--- src/rtl/pipe_skid_register_pkg.sv ---
// Shared types for the elastic pipeline stage register: state encoding and
// the occupancy decode used to register the occupancy output.
package pipe_skid_register_pkg;

  typedef enum logic [1:0] {
    ST_EMPTY = 2'd0,
    ST_BUSY  = 2'd1,
    ST_FULL  = 2'd2
  } state_e;

  function automatic logic [1:0] occ_of(input state_e s);
    case (s)
      ST_BUSY: return 2'd1;
      ST_FULL: return 2'd2;
      default: return 2'd0;
    endcase
  endfunction

endpackage

--- src/rtl/pipe_skid_register.sv ---
// Elastic pipeline stage: valid/ready handshake with a 2-entry skid buffer.
// Every output is a flop, so no combinational path crosses the stage.
module pipe_skid_register
  import pipe_skid_register_pkg::*;
#(
  parameter int unsigned          BUS_SIZE    = 32,
  parameter logic [BUS_SIZE-1:0]  RESET_VALUE = '0
) (
  input  logic                clk,
  input  logic                rst,
  input  logic                flush,
  input  logic [BUS_SIZE-1:0] in_data,
  input  logic                in_valid,
  output logic                in_ready,
  output logic [BUS_SIZE-1:0] out_data,
  output logic                out_valid,
  input  logic                out_ready,
  output logic [1:0]          occupancy
);

  state_e              state_q, state_d;
  logic [BUS_SIZE-1:0] main_q, main_d;
  logic [BUS_SIZE-1:0] skid_q, skid_d;
  logic                in_ready_q;
  logic                out_valid_q;
  logic [1:0]          occ_q;

  logic in_fire;
  logic out_fire;

  assign in_fire  = in_valid & in_ready_q;
  assign out_fire = out_valid_q & out_ready;

  always_comb begin
    state_d = state_q;
    main_d  = main_q;
    skid_d  = skid_q;
    case (state_q)
      ST_EMPTY: begin
        if (in_fire) begin
          state_d = ST_BUSY;
          main_d  = in_data;
        end
      end
      ST_BUSY: begin
        if (in_fire && out_fire) begin
          main_d = in_data;
        end else if (in_fire) begin
          state_d = ST_FULL;
          skid_d  = in_data;
        end else if (out_fire) begin
          state_d = ST_EMPTY;
        end
      end
      ST_FULL: begin
        // in_ready is low here, so the skid beat always drains before new input.
        if (out_fire) begin
          state_d = ST_BUSY;
          main_d  = skid_q;
        end
      end
      default: state_d = ST_EMPTY;
    endcase
    // Bank contents are don't-care after a flush; only the state is forced.
    if (flush) begin
      state_d = ST_EMPTY;
    end
  end

  always_ff @(posedge clk or negedge rst) begin
    if (!rst) begin
      state_q     <= ST_EMPTY;
      main_q      <= RESET_VALUE;
      skid_q      <= RESET_VALUE;
      in_ready_q  <= 1'b1;
      out_valid_q <= 1'b0;
      occ_q       <= '0;
    end else begin
      state_q     <= state_d;
      main_q      <= main_d;
      skid_q      <= skid_d;
      in_ready_q  <= (state_d != ST_FULL);
      out_valid_q <= (state_d != ST_EMPTY);
      occ_q       <= occ_of(state_d);
    end
  end

  assign in_ready  = in_ready_q;
  assign out_valid = out_valid_q;
  assign out_data  = main_q;
  assign occupancy = occ_q;

endmodule

--- config.mk ---
export PLATFORM = sky130hd
export DESIGN_NAME = pipe_skid_register
export DESIGN_NICKNAME = d
export VERILOG_FILES = /design/src/rtl/pipe_skid_register_pkg.sv /design/src/rtl/pipe_skid_register.sv
export SDC_FILE = /design/constraint.sdc
export NUM_CORES = 1
export LEC_CHECK = 0
export CORE_MARGIN = 4
export CORE_UTILIZATION = 54
export CTS_CLUSTER_SIZE = 12
export DETAILED_ROUTE_END_ITERATION = 7
export PLACE_DENSITY = 0.95
export SETUP_SLACK_MARGIN = 0.1
export SLEW_MARGIN = 10
export SYNTH_ARGS = -nofsm -noshare
export SYNTH_HDL_FRONTEND = slang
export SYNTH_SLANG_ARGS = --single-unit
--- constraint.sdc ---
create_clock -name clk -period 3.8 [get_ports clk]
set_input_delay 1.14 -clock clk [delete_from_list [all_inputs] [get_ports clk]]
set_output_delay 1.14 -clock clk [all_outputs]
set_load 0.02 [all_outputs]
# Word level (Yosys, flattened, before mapping)
# Index checks and enable logic that the tools add are counted.
# W data, S select, Z words.
# op_classes
n_eq_ne,8
mux,12
n_reduce_logical,6
n_bitwise,3
# ops
operator,n
$mux W32,3
$pmux W32 S3,1
$mux W2,6
$ne A2 B2 Y1 const B,4
$pmux W2 S3,1
$eq A2 B1 Y1 const B,2
$eq A2 B2 Y1 const B,2
$pmux W2 S2,1
$reduce_and A4 Y1,1
$reduce_and A3 Y1,1
$reduce_bool A3 Y1,1
$and A1 B1 Y1,2
$logic_not A2 Y1,1
$reduce_bool A2 Y1,1
$logic_and A1 B1 Y1,1
$not A1 Y1,1
# totals
in_bits,37
word_cells,35
ff_bits,70
out_inout_bits,36

# Depth between registers and ports, before layout
# logic_depth
word_depth,8
mapped_depth,4

# Worst setup path before layout
# No wires, ideal clock.
# synth_path
path_kind,input-to-reg
startpoint,in out_ready
endpoint,"reg main_q[10], in the netlist out_data[10]"
path_slack_ps,1605
t_arrival_ps,2070
path_stages,4
path_buffers,1
cell_sequence,a21boi_4 > o32ai_4 > buf_6 > mux2_4
# synth_via
elab_chain_cells,4
# synth_rtl
item,line_no,source
from (decl),pipe_skid_register.sv:17,"input logic out_ready,"
$and A1 B1 Y1 *,pipe_skid_register.sv:32,assign out_fire = out_valid_q & out_ready;
$logic_and A1 B1 Y1,pipe_skid_register.sv:46,if (in_fire && out_fire) begin
$ne A2 B2 Y1 (no source line),--,
$reduce_and A4 Y1 (no source line) *,--,
to (signal assigned),pipe_skid_register.sv:80,main_q <= main_d;
to (decl),pipe_skid_register.sv:22,"logic [BUS_SIZE-1:0] main_q, main_d;"
# Every way passes the cells marked *; elsewhere a longest branch is shown, timed or not.
# A chain may end at the register's enable or synchronous reset.

# Worst setup path in the final report
# layout_path
startpoint,in out_ready
endpoint,"reg main_q[31], in the netlist out_data[31]"
# Same word-level chain as after synthesis.

==> metrics <==
initial drt markers 75; Initial Util 0.566; all-layer global routing usage 0.191; Post-DP HPWL 4460 microns; CTS tree built; top post-synthesis cells by count 69 x dfrtp_1, 59 x mux2_2, 30 x mux2_4, 7 x mux2_1, 6 x buf_2; power per cell area 620 nW/um^2; Critical R2R Capture out_data[17]; largest net degree at the start of global routing 40; setup tns final 0 ps; diode count 0; Reg power frac 0.445; crit path kind in -> reg; WP buf/inv 2; FILL cells 366; Synth top area share 0.544; CP top delay family buffers and inverters; Seq/Total Area, Yosys 0.552; Leak 1.79 nW; part of the power in combinational logic 0.333; synthesized area 3180 sq um; P_sw 0.000739 W; Core Rows 27; PortBufs 72; critical-path cell list clkdlybuf4s50_1 > a21boi_4 > o32ai_4 > buf_4 > mux2_4; Die Area 7170 sq um; width of the die 84.7 microns; First-pass DRT Iterations 4; ys async rst share 1.00; post-synth top area cell dfrtp_1; RSZ-0062 raised after global routing false; Clk pwr share 0.222; final hold vios 0; Max transition margin 0.376; Max Slew Vio Count 0; Int Pwr 0.00184 W; Synth Register Bits 70; outcome finished, final reports clean; synthesized area per cell 16.3 sq um; R2R Setup Slk 1680 ps; post-synth cell types 22; Chip Height 84.7 microns; first-pass GRT wire length 10700 microns; H-tree depth 3; post-route ant nets 0; Worst Hold Depth 1; Worst Path Max Fanout 11; Worst Path Arrival 3040 ps; TritonCTS Buffers 9; Post-CTS Setup Bufs 0; Least-Margin Pin Slew 934 ps; initial antenna violation count 0; clk sinks 70; Tot Pwr 0.00258 W; vias in the first global route 2107; crit path time final 2820 ps; worst flop-to-flop path startpoint state_q[1]; WP data required 4020 ps; min-delay src skid_q[4]; largest cells by area after synthesis dfrtp_1 54%, mux2_2 21%, mux2_4 14%, mux2_1 2.5%, buf_6 1.1%; endpoint class of the critical path flop; Max Cap Violations 0; Final #Nets 312; top-count cell post-synth dfrtp_1; Setup violations, final 0; CTS root buf clkbuf_8; syn nets 232; Worst Skew 11.9 ps; Avg WL per Cell 18.0 microns; Net Sw Frac 0.287; startpoint types primary input; Overflow after GRT 0; io pins 73; ratio of cells with drive above 1 in the final layout 0.398; clock-pin slew on the worst setup and hold paths 70 ps; final core utilization 0.743; Post-synth EDFFs 0; worst vdd ir 380 uV; Layout area overhead 31.1%; Primary FF master, synth dfrtp_1; yosys warns 0; Placer Congestion 0.840; Hold Crit Class reg -> reg; final WL 6310 microns; # hold bufs at CTS 0; vias per std cell 5.36; slowest CP cell clkdlybuf4s50_1; Clock Latency Late Sink 340 ps; Via Count 1881; Hold Path End skid_q[4]; residual DRC count 0; Fmax achieved 354 MHz; period utilization 0.742; CP peak stage delay 600 ps; Gate Count Post-Synth 195; Core ar. 5610 sq um; maximum buffer depth of the clock tree 2; Gates resized, CTS repair 0; reg2reg path depth 3
==> layout by cell type, fill, tap and decap left out, types with 2 or more instances in the layout <==
cell type        netlist  layout
a221oi_1               2       2
buf_4                  0       5
clkbuf_1               0       4
clkbuf_8               0      10
clkdlybuf4s50_1        0      71
dfrtp_1               69      69
mux2_1                 7       7
mux2_2                59      59
mux2_4                30      30
nand2_1                4       4
nor4bb_1               2       2
==> registers in the layout, indices dropped and copies added (netlist names) <==
signal,flops
in_ready,1
out_valid,1
state_q,2
occupancy,2
skid_q,32
out_data,32
==> logic make-up after synthesis <==
group | after synthesis | share of synthesized area
simple gates | 12 | 0.0236
mux | 96 | 0.376
flops | 70 | 0.552
buf+inv | 9 | 0.0201
compound gates | 8 | 0.0288
==> per-layer routing <==
| metal | track usage | share of wire |
|---|---|---|
| met1 | 0.244 | 0.45 |
| met2 | 0.308 | 0.49 |
| met3 | 0.0608 | 0.045 |
| met4 | 0.0676 | 0.015 |
| met5 | 0 | 0 |
==> power by group through the flow <==
| stage | combinational (W) | clock, W | sequential (W) |
|---|---|---|---|
| 2_1_floorplan | 0.000400 | 0 | 0.00125 |
| 3_3_place_gp | 0.000841 | 0 | 0.00114 |
| 3_5_place_dp | 0.000871 | 0 | 0.00116 |
| 4_1_cts | 0.000871 | 0.000583 | 0.00115 |
| 5_1_grt | 0.000916 | 0.000622 | 0.00118 |
| 6_report | 0.000858 | 0.000573 | 0.00115 |
==> how the worst max path moves through the flow <==
stage | cells past startpoint | start | slack (ps) | to
after global placement | 5 | out_ready | 660 | out_data[24]
after CTS | 5 | out_ready | 980 | out_data[31]
after floorplan | 4 | out_ready | 1610 | out_data[10]
after global routing | 5 | out_ready | 920 | out_data[31]
final | 5 | out_ready | 980 | out_data[31]
after detailed placement | 5 | out_ready | 620 | out_data[31]
==> final cells by class <==
class | count | area, sq um | area share
multi-input combinational | 116 | 1370 | 0.328
clock inverter | 1 | 30.0 | 0.00721
tap | 72 | 90.1 | 0.0216
timing repair buffer | 78 | 773 | 0.186
clock buffer | 14 | 153 | 0.0367
sequential | 70 | 1750 | 0.421
==> worst reg2reg max path: cells and delay by family, from the launching register on <==
| kind | cells | cell delay, ps |
|---|---|---|
| muxes | 2 | 700 |
| DFF | 1 | 480 |
| and+or+nand+nor | 1 | 820 |
==> per-stage QoR <==
stage	setup WS [ps]	cell area, sq um	hold slack [ps]	cells
6_report	979	4160	501	351
5_1_grt	918	4160	514	351
4_1_cts	983	4160	503	351
3_5_place_dp	621	3980	487	336
3_3_place_gp	665	3980	469	336
2_1_floorplan	1610	3180	459	195
(Power assumes the default switching activity.)
